### config.mk
export PLATFORM = sky130hd
export DESIGN_NAME = bec_ladder_ctrl_flat
export DESIGN_NICKNAME = d
export VERILOG_FILES = /design/src/rtl/bec_ladder_ctrl_if.sv /design/src/rtl/bec_ladder_ctrl.sv /design/src/flat_wrapper.sv
export SDC_FILE = /design/constraint.sdc
export NUM_CORES = 1
export LEC_CHECK = 0
export ABC_AREA = 0
export CORE_AREA = 2 2 395 397
export CTS_CLUSTER_DIAMETER = 120
export DETAILED_ROUTE_END_ITERATION = 10
export DIE_AREA = 0 0 397 399
export GPL_ROUTABILITY_DRIVEN = 1
export SLEW_MARGIN = 15
export SYNTH_ARGS = -nofsm -noshare
export SYNTH_HDL_FRONTEND = slang
export SYNTH_SLANG_ARGS = --single-unit
### constraint.sdc
create_clock -name clk -period 29.8 [get_ports clk]
set_input_delay 5.96 -clock clk [delete_from_list [all_inputs] [get_ports clk]]
set_output_delay 5.96 -clock clk [all_outputs]
set_load 0.005 [all_outputs]
### src/rtl/bec_ladder_ctrl_if.sv
// Host and datapath bundle for the binary-Edwards-curve ladder controller.
// The master side is the environment; the slave side is the controller.
interface bec_ladder_ctrl_if #(
    parameter int unsigned W = 163
);
    logic         start;
    logic [W-1:0] key;
    logic         op_valid;
    logic         op_ready;
    logic [2:0]   op_idx;
    logic [W-1:0] op_data;
    logic         busy;
    logic         done;
    logic         err;
    logic [W-1:0] res_x;
    logic [W-1:0] res_z;
    logic         bec_load_data;
    logic         bec_trig_load;
    logic [2:0]   bec_load_status;
    logic [W-1:0] bec_data_in;
    logic         bec_ki;
    logic         bec_enable;
    logic         bec_next_key;
    logic [3:0]   bec_status;
    logic         bec_done;
    logic [W-1:0] bec_data_out;

    modport master (
        output start, key, op_valid, op_data,
        output bec_next_key, bec_status, bec_done, bec_data_out,
        input  op_ready, op_idx, busy, done, err, res_x, res_z,
        input  bec_load_data, bec_trig_load, bec_load_status,
        input  bec_data_in, bec_ki, bec_enable
    );

    modport slave (
        input  start, key, op_valid, op_data,
        input  bec_next_key, bec_status, bec_done, bec_data_out,
        output op_ready, op_idx, busy, done, err, res_x, res_z,
        output bec_load_data, bec_trig_load, bec_load_status,
        output bec_data_in, bec_ki, bec_enable
    );
endinterface

### src/rtl/bec_ladder_ctrl.sv
// Sequencer for the lovers_bec ladder datapath: loads six operands,
// feeds the scalar MSB-first, watchdogs the run and unloads both results.
module bec_ladder_ctrl #(
    parameter int unsigned W         = 163,
    parameter int unsigned KEY_ITERS = 163,
    parameter logic [31:0] TIMEOUT   = 32'd2000000
) (
    input logic             clk,
    input logic             rst,
    bec_ladder_ctrl_if.slave bus
);
    typedef enum logic [3:0] {
        IDLE, REQ, OPW, TRIG, ENA, RUN, UPA, UPB, FIN
    } state_e;

    localparam logic [7:0]  ITERS8  = 8'(KEY_ITERS);
    localparam logic [31:0] WD_LAST = TIMEOUT - 32'd1;

    state_e       state_q;
    logic [W-1:0] key_q;
    logic [W-1:0] data_in_q;
    logic [W-1:0] res_x_q;
    logic [W-1:0] res_z_q;
    logic [7:0]   iter_q;
    logic [7:0]   iter_d;
    logic [31:0]  wd_q;
    logic [2:0]   op_idx_q;
    logic [2:0]   load_status_q;
    logic         busy_q;
    logic         done_q;
    logic         err_q;
    logic         op_ready_q;
    logic         load_data_q;
    logic         trig_q;
    logic         enable_q;

    // Saturating count; includes a key pulse coincident with bec_done.
    always_comb begin
        iter_d = iter_q;
        if (bus.bec_next_key && iter_q != 8'hFF) begin
            iter_d = iter_q + 8'd1;
        end
    end

    always_ff @(posedge clk or posedge rst) begin
        if (rst) begin
            state_q       <= IDLE;
            key_q         <= '0;
            data_in_q     <= '0;
            res_x_q       <= '0;
            res_z_q       <= '0;
            iter_q        <= '0;
            wd_q          <= '0;
            op_idx_q      <= '0;
            load_status_q <= '0;
            busy_q        <= 1'b0;
            done_q        <= 1'b0;
            err_q         <= 1'b0;
            op_ready_q    <= 1'b0;
            load_data_q   <= 1'b0;
            trig_q        <= 1'b0;
            enable_q      <= 1'b0;
        end else begin
            done_q   <= 1'b0;
            trig_q   <= 1'b0;
            enable_q <= 1'b0;
            unique case (state_q)
                IDLE: begin
                    if (bus.start) begin
                        key_q       <= bus.key;
                        err_q       <= 1'b0;
                        busy_q      <= 1'b1;
                        iter_q      <= '0;
                        load_data_q <= 1'b1;
                        state_q     <= REQ;
                    end
                end
                REQ: begin
                    if (bus.bec_status[2]) begin
                        load_data_q <= 1'b0;
                        op_ready_q  <= 1'b1;
                        op_idx_q    <= '0;
                        state_q     <= OPW;
                    end
                end
                OPW: begin
                    if (bus.op_valid && op_ready_q) begin
                        data_in_q     <= bus.op_data;
                        load_status_q <= op_idx_q;
                        trig_q        <= 1'b1;
                        op_ready_q    <= 1'b0;
                        state_q       <= TRIG;
                    end
                end
                TRIG: begin
                    if (op_idx_q == 3'd5) begin
                        enable_q <= 1'b1;
                        wd_q     <= '0;
                        state_q  <= ENA;
                    end else begin
                        op_idx_q   <= op_idx_q + 3'd1;
                        op_ready_q <= 1'b1;
                        state_q    <= OPW;
                    end
                end
                ENA: state_q <= RUN;
                RUN: begin
                    wd_q   <= wd_q + 32'd1;
                    iter_q <= iter_d;
                    if (bus.bec_next_key) begin
                        key_q <= key_q << 1;
                    end
                    if (bus.bec_done) begin
                        if (iter_d != ITERS8) begin
                            err_q <= 1'b1;
                        end
                        load_status_q <= 3'd0;
                        state_q       <= UPA;
                    end else if (wd_q == WD_LAST) begin
                        // Datapath is left mid-run; only rst recovers it.
                        err_q   <= 1'b1;
                        done_q  <= 1'b1;
                        state_q <= FIN;
                    end
                end
                UPA: begin
                    res_x_q       <= bus.bec_data_out;
                    load_status_q <= 3'd1;
                    state_q       <= UPB;
                end
                UPB: begin
                    res_z_q <= bus.bec_data_out;
                    done_q  <= 1'b1;
                    state_q <= FIN;
                end
                FIN: begin
                    busy_q        <= 1'b0;
                    load_status_q <= 3'd0;
                    state_q       <= IDLE;
                end
                default: state_q <= IDLE;
            endcase
        end
    end

    assign bus.op_ready        = op_ready_q;
    assign bus.op_idx          = op_idx_q;
    assign bus.busy            = busy_q;
    assign bus.done            = done_q;
    assign bus.err             = err_q;
    assign bus.res_x           = res_x_q;
    assign bus.res_z           = res_z_q;
    assign bus.bec_load_data   = load_data_q;
    assign bus.bec_trig_load   = trig_q;
    assign bus.bec_load_status = load_status_q;
    assign bus.bec_data_in     = data_in_q;
    assign bus.bec_ki          = key_q[W-1];
    assign bus.bec_enable      = enable_q;
endmodule

### src/flat_wrapper.sv
// flat-port wrapper written by rule: the top's interface ports become plain ports
module bec_ladder_ctrl_flat 
#(
    parameter int unsigned W         = 163,
    parameter int unsigned KEY_ITERS = 163,
    parameter logic [31:0] TIMEOUT   = 32'd2000000
)
  (clk, rst, bus_start, bus_key, bus_op_valid, bus_op_data, bus_bec_next_key, bus_bec_status, bus_bec_done, bus_bec_data_out, bus_op_ready, bus_op_idx, bus_busy, bus_done, bus_err, bus_res_x, bus_res_z, bus_bec_load_data, bus_bec_trig_load, bus_bec_load_status, bus_bec_data_in, bus_bec_ki, bus_bec_enable);
  bec_ladder_ctrl_if #(.W(W)) bus_i ();
  input logic clk;
  input logic rst;
  input wire logic [$bits(bus_i.start)-1:0] bus_start;
  input wire logic [$bits(bus_i.key)-1:0] bus_key;
  input wire logic [$bits(bus_i.op_valid)-1:0] bus_op_valid;
  input wire logic [$bits(bus_i.op_data)-1:0] bus_op_data;
  input wire logic [$bits(bus_i.bec_next_key)-1:0] bus_bec_next_key;
  input wire logic [$bits(bus_i.bec_status)-1:0] bus_bec_status;
  input wire logic [$bits(bus_i.bec_done)-1:0] bus_bec_done;
  input wire logic [$bits(bus_i.bec_data_out)-1:0] bus_bec_data_out;
  output wire logic [$bits(bus_i.op_ready)-1:0] bus_op_ready;
  output wire logic [$bits(bus_i.op_idx)-1:0] bus_op_idx;
  output wire logic [$bits(bus_i.busy)-1:0] bus_busy;
  output wire logic [$bits(bus_i.done)-1:0] bus_done;
  output wire logic [$bits(bus_i.err)-1:0] bus_err;
  output wire logic [$bits(bus_i.res_x)-1:0] bus_res_x;
  output wire logic [$bits(bus_i.res_z)-1:0] bus_res_z;
  output wire logic [$bits(bus_i.bec_load_data)-1:0] bus_bec_load_data;
  output wire logic [$bits(bus_i.bec_trig_load)-1:0] bus_bec_trig_load;
  output wire logic [$bits(bus_i.bec_load_status)-1:0] bus_bec_load_status;
  output wire logic [$bits(bus_i.bec_data_in)-1:0] bus_bec_data_in;
  output wire logic [$bits(bus_i.bec_ki)-1:0] bus_bec_ki;
  output wire logic [$bits(bus_i.bec_enable)-1:0] bus_bec_enable;
  assign bus_i.start = bus_start;
  assign bus_i.key = bus_key;
  assign bus_i.op_valid = bus_op_valid;
  assign bus_i.op_data = bus_op_data;
  assign bus_i.bec_next_key = bus_bec_next_key;
  assign bus_i.bec_status = bus_bec_status;
  assign bus_i.bec_done = bus_bec_done;
  assign bus_i.bec_data_out = bus_bec_data_out;
  assign bus_op_ready = bus_i.op_ready;
  assign bus_op_idx = bus_i.op_idx;
  assign bus_busy = bus_i.busy;
  assign bus_done = bus_i.done;
  assign bus_err = bus_i.err;
  assign bus_res_x = bus_i.res_x;
  assign bus_res_z = bus_i.res_z;
  assign bus_bec_load_data = bus_i.bec_load_data;
  assign bus_bec_trig_load = bus_i.bec_trig_load;
  assign bus_bec_load_status = bus_i.bec_load_status;
  assign bus_bec_data_in = bus_i.bec_data_in;
  assign bus_bec_ki = bus_i.bec_ki;
  assign bus_bec_enable = bus_i.bec_enable;
  bec_ladder_ctrl #(.W(W), .KEY_ITERS(KEY_ITERS), .TIMEOUT(TIMEOUT)) u_core (.clk(clk), .rst(rst), .bus(bus_i));
endmodule
### After elaboration in Yosys (flattened, before gate mapping)

Cells that the tools add are included.

| storage, ports and cells | value |
|---|---|
| bits in registers | 709 |
| bits of input ports | 499 |
| logic and storage cells | 102 |

| cells by class | value |
|---|---|
| $add $sub $neg | 3 |
| reduce and logical (&&, ||, !) cells | 21 |
| muxes and demuxes | 41 |
| eq/ne operators | 21 |

Operators with widths:

| operator | count |
|---|---|
| 163-bit two-way mux | 2 |
| 163-bit case mux with 2 select lines | 1 |
| 32-bit case mux with 2 select lines | 1 |
| 32-bit by 1-bit adder with 32-bit output (second input constant) | 1 |
| 32-bit by 21-bit equality test with 1-bit output (second input constant) | 1 |
| 32-bit two-way mux | 1 |
| 4-bit case mux with 8 select lines | 1 |
| 4-bit two-way mux | 5 |
| 4-bit by 3-bit equality test with 1-bit output (second input constant) | 4 |
| 8-bit two-way mux | 2 |
| 8-bit != test (second input constant) | 2 |
| 8-bit case mux with 2 select lines | 1 |
| 1-bit two-way mux | 15 |
| 3-bit two-way mux | 5 |
| 3-bit case mux with 4 select lines | 1 |
| 3-bit AND reduction | 4 |
| 4-bit AND reduction | 3 |
| 2-bit != test (second input constant) | 5 |
| 2-bit nonzero test | 5 |
| 8-bit by 1-bit adder with 8-bit output (second input constant) | 1 |
| 4-bit by 2-bit equality test with 1-bit output (second input constant) | 2 |
| 1-bit case mux with 2 select lines | 4 |
| 2-bit AND reduction | 4 |
| 3-bit by 2-bit != test with 1-bit output (second input constant) | 2 |
| other kinds (11) | 13 |

### Longest topological paths before layout

Gate-level depths: netlist of run 1.

| logic depth | value |
|---|---|
| word-level depth | 7 |
| gate-level depth with buffers | 10 |
| mapped depth without buffers | 8 |

### Worst setup path before layout of run 1

Ideal clock, no wire load.

| timing | value |
|---|---|
| kind | input-to-reg |
| start | input port bus_start |
| end | register u_core.key_q[90] |
| path slack | 22.297 ns |
| path buffers | 4 |
| data arrival time | 7.420 ns |
| stages on the path | 8 |
| path through | and3_1 > clkbuf_1 > a21oi_2 > buf_2 > clkbuf_1 > buf_1 > nand2_1 > o21ai_0 |

| on the way | value |
|---|---|
| word-level cells in the longest chain between the ends | 2 |

RTL lines:

| what | line | RTL |
|---|---|---|
| start: declaration | flat_wrapper.sv:12 | `input wire logic [$bits(bus_i.start)-1:0] bus_start;` |
| 2-bit != test (no source line) | n/a |  |
| 3-bit AND reduction (no source line) | n/a |  |
| end signal: assignment | bec_ladder_ctrl.sv:70 | `key_q <= bus.key;` |
| end signal: assignment | bec_ladder_ctrl.sv:111 | `key_q <= key_q << 1;` |
| end: declaration | bec_ladder_ctrl.sv:20 | `logic [W-1:0] key_q;` |

No other way between the ends.
A chain may end at the register's enable or synchronous reset.

### Worst setup path in the final report of run 1

| timing | value |
|---|---|
| start | input port bus_start |
| end | register u_core.key_q[81] |

The elaborated chain is that of the path after synthesis.

==> impl_results.md, run 1 <==
* Worst setup SP type: input port
* Min Tclk post-route at 9.072 ns
* Clk_skew at 0.03909 ns
* Worst EP arrival at 9.57 ns
* Die ar. at 158,400 um^2
* CTS tree: done
* Multiplexer area fraction after synthesis at 25.77%
* Largest net degree at the start of global routing at 155
* Slew margin rel. at 18.96%
* Post-CTS Resized at 0
* Root buffer cell: clkbuf_16
* Starting Density at 18.49%
* Sw Ratio at 29.45%
* Hold path cells at 2
* Ys Warns at 0
* Compound-Gate Fraction of Synth Area at 4.842%
* Setup crit end kind: flop
* Layout cell share with drive strength beyond 1 at 21.11%
* Fmax at 110.2 MHz
* Power Total at 4.367 mW
* # rows at 144
* VDD IR-drop max at 0.00005803 V
* End of the worst hold path: u_core.key_q[35]
* Final setup fails at 0
* Antenna-violating nets left at 0
* Die height at 399 um
* Worst-Skew Late Latency at 0.70 ns
* Final setup TNS at 0 ns
* Hold_buf cts at 0
* Setup bufs post-CTS at 0
* WL final at 104.5 mm
* Initial antenna violation count at 45
* Syn_area_per_cell at 13.66 um^2
* Worst Hold Launch: u_core.key_q[35]
* Inserted Clock Buffers at 87
* Clock transition at path regs at 0.06 ns
* Clock tree buffer depth at 3
* Post-synth EDFFs at 0
* Synth Instances at 2,081
* WL/cell at 20.12 um
* Crit Path Max Fanout at 116
* R2R Path Start: u_core.state_q[1]
* Area Overhead vs Synth at 54.05%
* Post-Synth Simple-Gate Area at 4.869%
* RSZ-0062 raised after global routing: no
* Final Util at 28.49%
* P_sw at 1.286 mW
* Final worst-path cycle share at 30.44%
* Synthesized Nets at 2,584
* Actual slew at the worst max-slew pin at 1.209 ns
* Pwr dens at 99.73 nW/um^2
* Seq pwr share at 38.0%
* Internal power at 3.081 mW
* GRT Overall Usage at 12.66%
* DR vias at 20,350
* HPWL Detailed at 79.44 mm
* Final Slew Violations at 0
* Final hold vios at 0
* Synthesized flop and latch total at 709
* DR DRC count at 0
* R2R setup slack at 24.80 ns
* Port Buf Inserts at 998
* Main combinational cell family by area after synthesis: multiplexers
* Mapped Area at 28,420 um^2
* # IOs at 1,002
* Path depth of the worst reg2reg path at 6
* Critical R2R Capture: u_core.bus.res_x[78]
* Most frequent cells in the layout: 998 x clkdlybuf4s50_1, 709 x dfrtp_1, 493 x mux2_2, 210 x nand2_1, 184 x o21ai_0
* Vias/cell at 3.919
* Die width at 397 um
* Initial DRC Count at 858
* Asr flop ratio synth at 100.0%
* Overflow after GRT at 0
* Clock network power share at 25.3%
* Most common cell after layout, fill and taps aside: clkdlybuf4s50_1
* FILL cells at 15,720
* XOR/XNOR Fraction of Synth Area at 0.06163%
* # clock sinks at 709
* Placer Congestion at 0.8043
* Combinational share of power at 36.7%
* Vias in the first global route at 20,810
* H-tree depth at 3
* Status: finished, final reports clean
* Post-synthesis sequential area ratio at 62.42%
* Synth Flop Type: dfrtp_1
* Req. time, crit path at 30.30 ns
* Core ar. at 153,700 um^2
* Hold Path Class: flop to flop
* TritonRoute pass-1 iters at 4
* First-pass GRT wire length at 146.8 mm
* CP Class: input port to flop
* Max Cap Violations at 0
* Adder-cell share of the synthesized area at 0.1761%
* Pleak at 19.02 nW
* Layout Nets at 3,567
* Count of different cell masters after synthesis at 51
[flip-flops by register name (all words and copies together) (netlist names), 4 cells and up]
signal / count
u_core.bus.res_z: 163
u_core.state_q: 4
u_core.bus.res_x: 163
u_core.key_q: 163
u_core.iter_q: 8
u_core.wd_q: 32
u_core.bus.bec_data_in: 163
[metrics by stage]
| step | area, um^2 | setup slack (ns) | std cells | hold WS [ns] |
|---|---|---|---|---|
| after floorplan | 28420 | 3.955 | 2081 | 0.4367 |
| after global placement | 40750 | 20.09 | 5019 | 0.4536 |
| after detailed placement | 40750 | 20.03 | 5019 | 0.4624 |
| after CTS | 43750 | 20.78 | 5180 | 0.4786 |
| after global routing | 43760 | 20.37 | 5183 | 0.4933 |
| final | 43780 | 20.73 | 5192 | 0.4762 |
[power groups by stage]
stage                     combinational (mW)  clock, mW  sequential [mW]
after floorplan                        0.627          0             1.65
after global placement                  1.62          0             1.66
after detailed placement                1.63          0             1.67
after CTS                               1.64       1.14             1.66
after global routing                    1.72       1.19             1.72
final                                   1.60       1.10             1.66
[logic make-up after synthesis]
family                     Yosys count
xor gates and xnor gates             2
DFF                                709
AOI/OAI and AO/OA                  247
buffers and inverters              137
muxes                              670
adders and majority gates            4
and+or+nand+nor                    312
[synthesized netlist by cell type, types with 3 or more instances]
cell type | number | area share (%)
a21oi_1 | 9 | 0.16
a22o_1 | 3 | 0.092
a31oi_1 | 8 | 0.18
and2_1 | 5 | 0.11
and3_1 | 7 | 0.15
buf_1 | 5 | 0.066
buf_2 | 6 | 0.11
clkbuf_1 | 112 | 1.5
dfrtp_1 | 709 | 62
ha_1 | 4 | 0.18
inv_1 | 13 | 0.17
mux2_2 | 493 | 20
mux2i_1 | 177 | 6.2
nand2_1 | 210 | 2.8
nand2b_1 | 7 | 0.15
nand3_1 | 19 | 0.33
nand4_1 | 15 | 0.33
nor2_1 | 19 | 0.25
nor3_1 | 9 | 0.16
nor4_1 | 3 | 0.066
nor4b_1 | 3 | 0.092
o211ai_1 | 12 | 0.32
o21ai_0 | 184 | 3.2
o31ai_1 | 15 | 0.40
[routing by layer]
| layer | track usage (%) | up-vias | part of all wire [%] |
|---|---|---|---|
| li1 | - | 9373 | - |
| met1 | 13.57 | 9996 | 36 |
| met2 | 21.36 | 677 | 50 |
| met3 | 6.711 | 241 | 11 |
| met4 | 4.060 | 60 | 3.1 |
| met5 | 0 | - | 0.38 |
[how the worst max path moves through the flow]
stage,startpoint,to,cells after the start
floorplan,rst,u_core.bus.bec_data_in[0],1
global placement,bus_start,u_core.key_q[84],7
detailed placement,bus_start,u_core.key_q[63],7
CTS,bus_start,u_core.key_q[63],7
global route,bus_start,u_core.key_q[83],7
finish,bus_start,u_core.key_q[81],7
[worst max-delay path, stage by stage]
cell and delay (ns):
clkdlybuf4s50_1 0.45, and3_1 0.31, a21oi_4 0.17, buf_4 0.69
buf_4 0.80, buf_4 0.84, o21ai_0 0.23
[final cells by class]
class	count	area (um^2)	area share, %
Clock buffer	131	2552	5.830
Multi-Input combinational cell	1235	10200	23.30
Inverter	13	56.30	0.1286
Tap cell	2044	2557	5.841
Clock inverter	30	455.4	1.040
Sequential cell	709	17740	40.52
Antenna cell	12	30.03	0.06858
Timing Repair Buffer	1018	10190	23.27
Power figures use the tool's default switching activity.
==> run 2, diff against run 1 <==
==> constraint.sdc (replaced) <==
create_clock -name clk -period 9 [get_ports clk]
set_input_delay 1.8 -clock clk [delete_from_list [all_inputs] [get_ports clk]]
set_output_delay 1.8 -clock clk [all_outputs]
set_load 0.005 [all_outputs]
==> run 2 against run 1 <==
  * Clock skew shrank 0.013 ns
  * Via count rose by 0.45%
  * Clock-buffer cell count fell by 1
  * Global-route usage about the same
  * Non-clock buffer count up 8
  * Clock power grew to 3.2 times the previous value
  * Largest cell class unchanged
  * Highest routed layer unchanged
==> impl_results.md, run 2 (synthesis gave the netlist of run 1 again) <==
* Status: finished, final reports clean
* Clock transition at path regs at 0.05 ns (about the same)
* Post-CTS Resized at 0 (unchanged)
* Clock network power share at 24.8% (-0.5 points)
* Placed cells at 5,026 (+0.14%)
* Most common cell after layout, fill and taps aside: clkdlybuf4s50_1
* Die height at 399 um (unchanged)
* R2R Path Start: u_core.state_q[1]
* Crit Path Max Fanout at 5 (-96%)
* End of the worst hold path: u_core.wd_q[19]
* Most frequent cells in the layout: 998 x clkdlybuf4s50_1, 709 x dfrtp_1, 493 x mux2_2, 210 x nand2_1, 184 x o21ai_0
* Vias/cell at 3.939 (+0.51%)
* Req. time, crit path at 7.20 ns (-23.10 ns)
* Starting Density at 18.49% (unchanged)
* FILL cells at 15,790 (+0.46%)
* Die ar. at 158,400 um^2 (unchanged)
* TritonRoute pass-1 iters at 5 (+1)
* Worst path max stage delay at 0.78 ns (-0.06 ns)
* WL/cell at 20.16 um (+0.16%)
* Inserted Clock Buffers at 87 (unchanged)
* Hold_buf cts at 0 (unchanged)
* Placer Congestion at 0.8220 (+2.2%)
* H-tree depth at 3 (unchanged)
* Clock tree buffer depth at 3 (unchanged)
* DR vias at 20,440 (+0.45%)
* Sw Ratio at 29.64% (+0.20 points)
* Pwr dens at 328.9 nW/um^2 (+230%)
* Worst setup SP type: flop
* GRT Overall Usage at 12.65% (-0.017 points)
* # clock sinks at 709 (unchanged)
* Final Slew Violations at 0 (unchanged)
* Final hold vios at 0 (unchanged)
* Final hold slack at 0.4663 ns (-0.009959 ns)
* Max Cap Violations at 0 (unchanged)
* Slew margin rel. at 27.89% (+8.9 points)
* Layout Nets at 3,575 (+0.22%)
* Area Overhead vs Synth at 54.03% (about the same)
* Overflow after GRT at 0 (unchanged)
* R2R setup slack at 5.49 ns (-19.31 ns)
* Worst-path cell chain: clkdlybuf4s50_1
* Seq pwr share at 38.0% (about the same)
* Antenna-violating nets left at 0 (unchanged)
* Final worst-path cycle share at 41.28%
* Clk_skew at 0.02641 ns (-0.01268 ns)
* VDD IR-drop max at 0.0002070 V (+260%)
* Final setup fails at 0 (unchanged)
* CTS tree: done
* Fmax at 269.2 MHz
* Top delay family on crit path: buffers and inverters
* Setup bufs post-CTS at 0 (unchanged)
* Worst-Skew Late Latency at 0.69 ns (about the same)
* Worst EP arrival at 1.92 ns (-7.65 ns)
* # IOs at 1,002 (unchanged)
* Final Non-Filler Cells at 5,189 (-0.058%)
* P_sw at 4.269 mW (+230%)
* Die width at 397 um (unchanged)
* CP Class: flop to output port
* Pleak at 19.03 nW (about the same)
* HPWL Detailed at 80.14 mm (+0.88%)
* First-pass GRT wire length at 147.1 mm (+0.20%)
* Port Buf Inserts at 998 (unchanged)
* Worst Hold Launch: u_core.wd_q[19]
* CP Buf/Inv Count at 1 (-3)
* DR DRC count at 0 (unchanged)
* Path depth of the worst reg2reg path at 5 (-1)
* Internal power at 10.13 mW (+230%)
* # rows at 144 (unchanged)
* Combinational share of power at 37.2% (+0.5 points)
* Hold path cells at 1 (-1)
* Min Tclk post-route at 3.715 ns
* Largest net degree at the start of global routing at 159 (+2.6%)
* Worst path slowest cell: clkdlybuf4s50_1
* Critical R2R Capture: u_core.key_q[37]
* Setup crit end kind: output port
* Hold Path Class: flop to flop
* Vias in the first global route at 20,870 (+0.29%)
* Initial DRC Count at 966 (+13%)
* Layout cell share with drive strength beyond 1 at 21.35% (+0.24 points)
* Core ar. at 153,700 um^2 (unchanged)
* Initial antenna violation count at 39 (-13%)
* RSZ-0062 raised after global routing: no
* Actual slew at the worst max-slew pin at 1.082 ns (-0.1274 ns)
* WL final at 104.6 mm (+0.11%)
* Root buffer cell: clkbuf_16
-- run 2: cell count changes in the layout (fill, tap and decap cells not counted), sizes merged, moves of 2 or more --
cell and delta:
bufinv -3, clkinv +4, clkinvlp +2, inv -3, diode -10, buf +8
-- run 2: worst max path at each step --
stage	endpoint	start	slack [ns]	cells after the start
after floorplan	u_core.bus.bec_data_in[0]	rst	-2.51	1
after global placement	u_core.key_q[82]	bus_start	4.26	5
after detailed placement	u_core.key_q[91]	bus_start	4.20	5
after CTS	u_core.key_q[91]	bus_start	4.95	5
after global routing	u_core.bus.bec_data_in[118]	rst	5.06	4
final	bus_op_idx[1]	u_core.bus.op_idx[1]	5.28	1
-- run 2: cell type report --
cell class              instances  area (um^2)  share of cell area, %
diodes                          2        5.005                0.01143
clock buffers                 130         2559                  5.845
clock inverters                30        361.6                 0.8260
inverters                      13        52.55                 0.1200
multi-input cells            1235        10210                  23.32
flip-flops and latches        709        17740                  40.53
well taps                    2044         2557                  5.842
repair buffers               1026        10290                  23.52
-- run 2: routing by layer --
layer | vias up | track usage (%) | part of all wire [%]
li1 | 9380 | - | -
met1 | 10110 | 13.77 | 37
met2 | 633 | 21.59 | 50
met3 | 253 | 5.693 | 9.5
met4 | 58 | 4.597 | 3.5
met5 | - | 0 | 0.34
-- run 2: power groups by stage --
stage,clock network [mW],logic [mW],registers [mW]
CTS,3.70,5.50,5.48
finish,3.57,5.36,5.47
detailed placement,0,5.48,5.52
global placement,0,5.41,5.46
floorplan,0,2.08,5.47
global route,3.83,5.76,5.67
-- run 2: through the flow --
stage	power (mW)	utilization [%]	setup WS, ns	instance area [um^2]	setup TNS [ns]
3_3_place_gp	10.87	26.56	4.258	40810	0
2_1_floorplan	7.548	-	-2.508	28430	-1778.08
6_report	14.40	28.49	5.285	43780	0
5_1_grt	15.25	28.48	5.057	43780	0
4_1_cts	14.68	28.47	4.945	43750	0
3_5_place_dp	11.00	26.57	4.197	40830	0
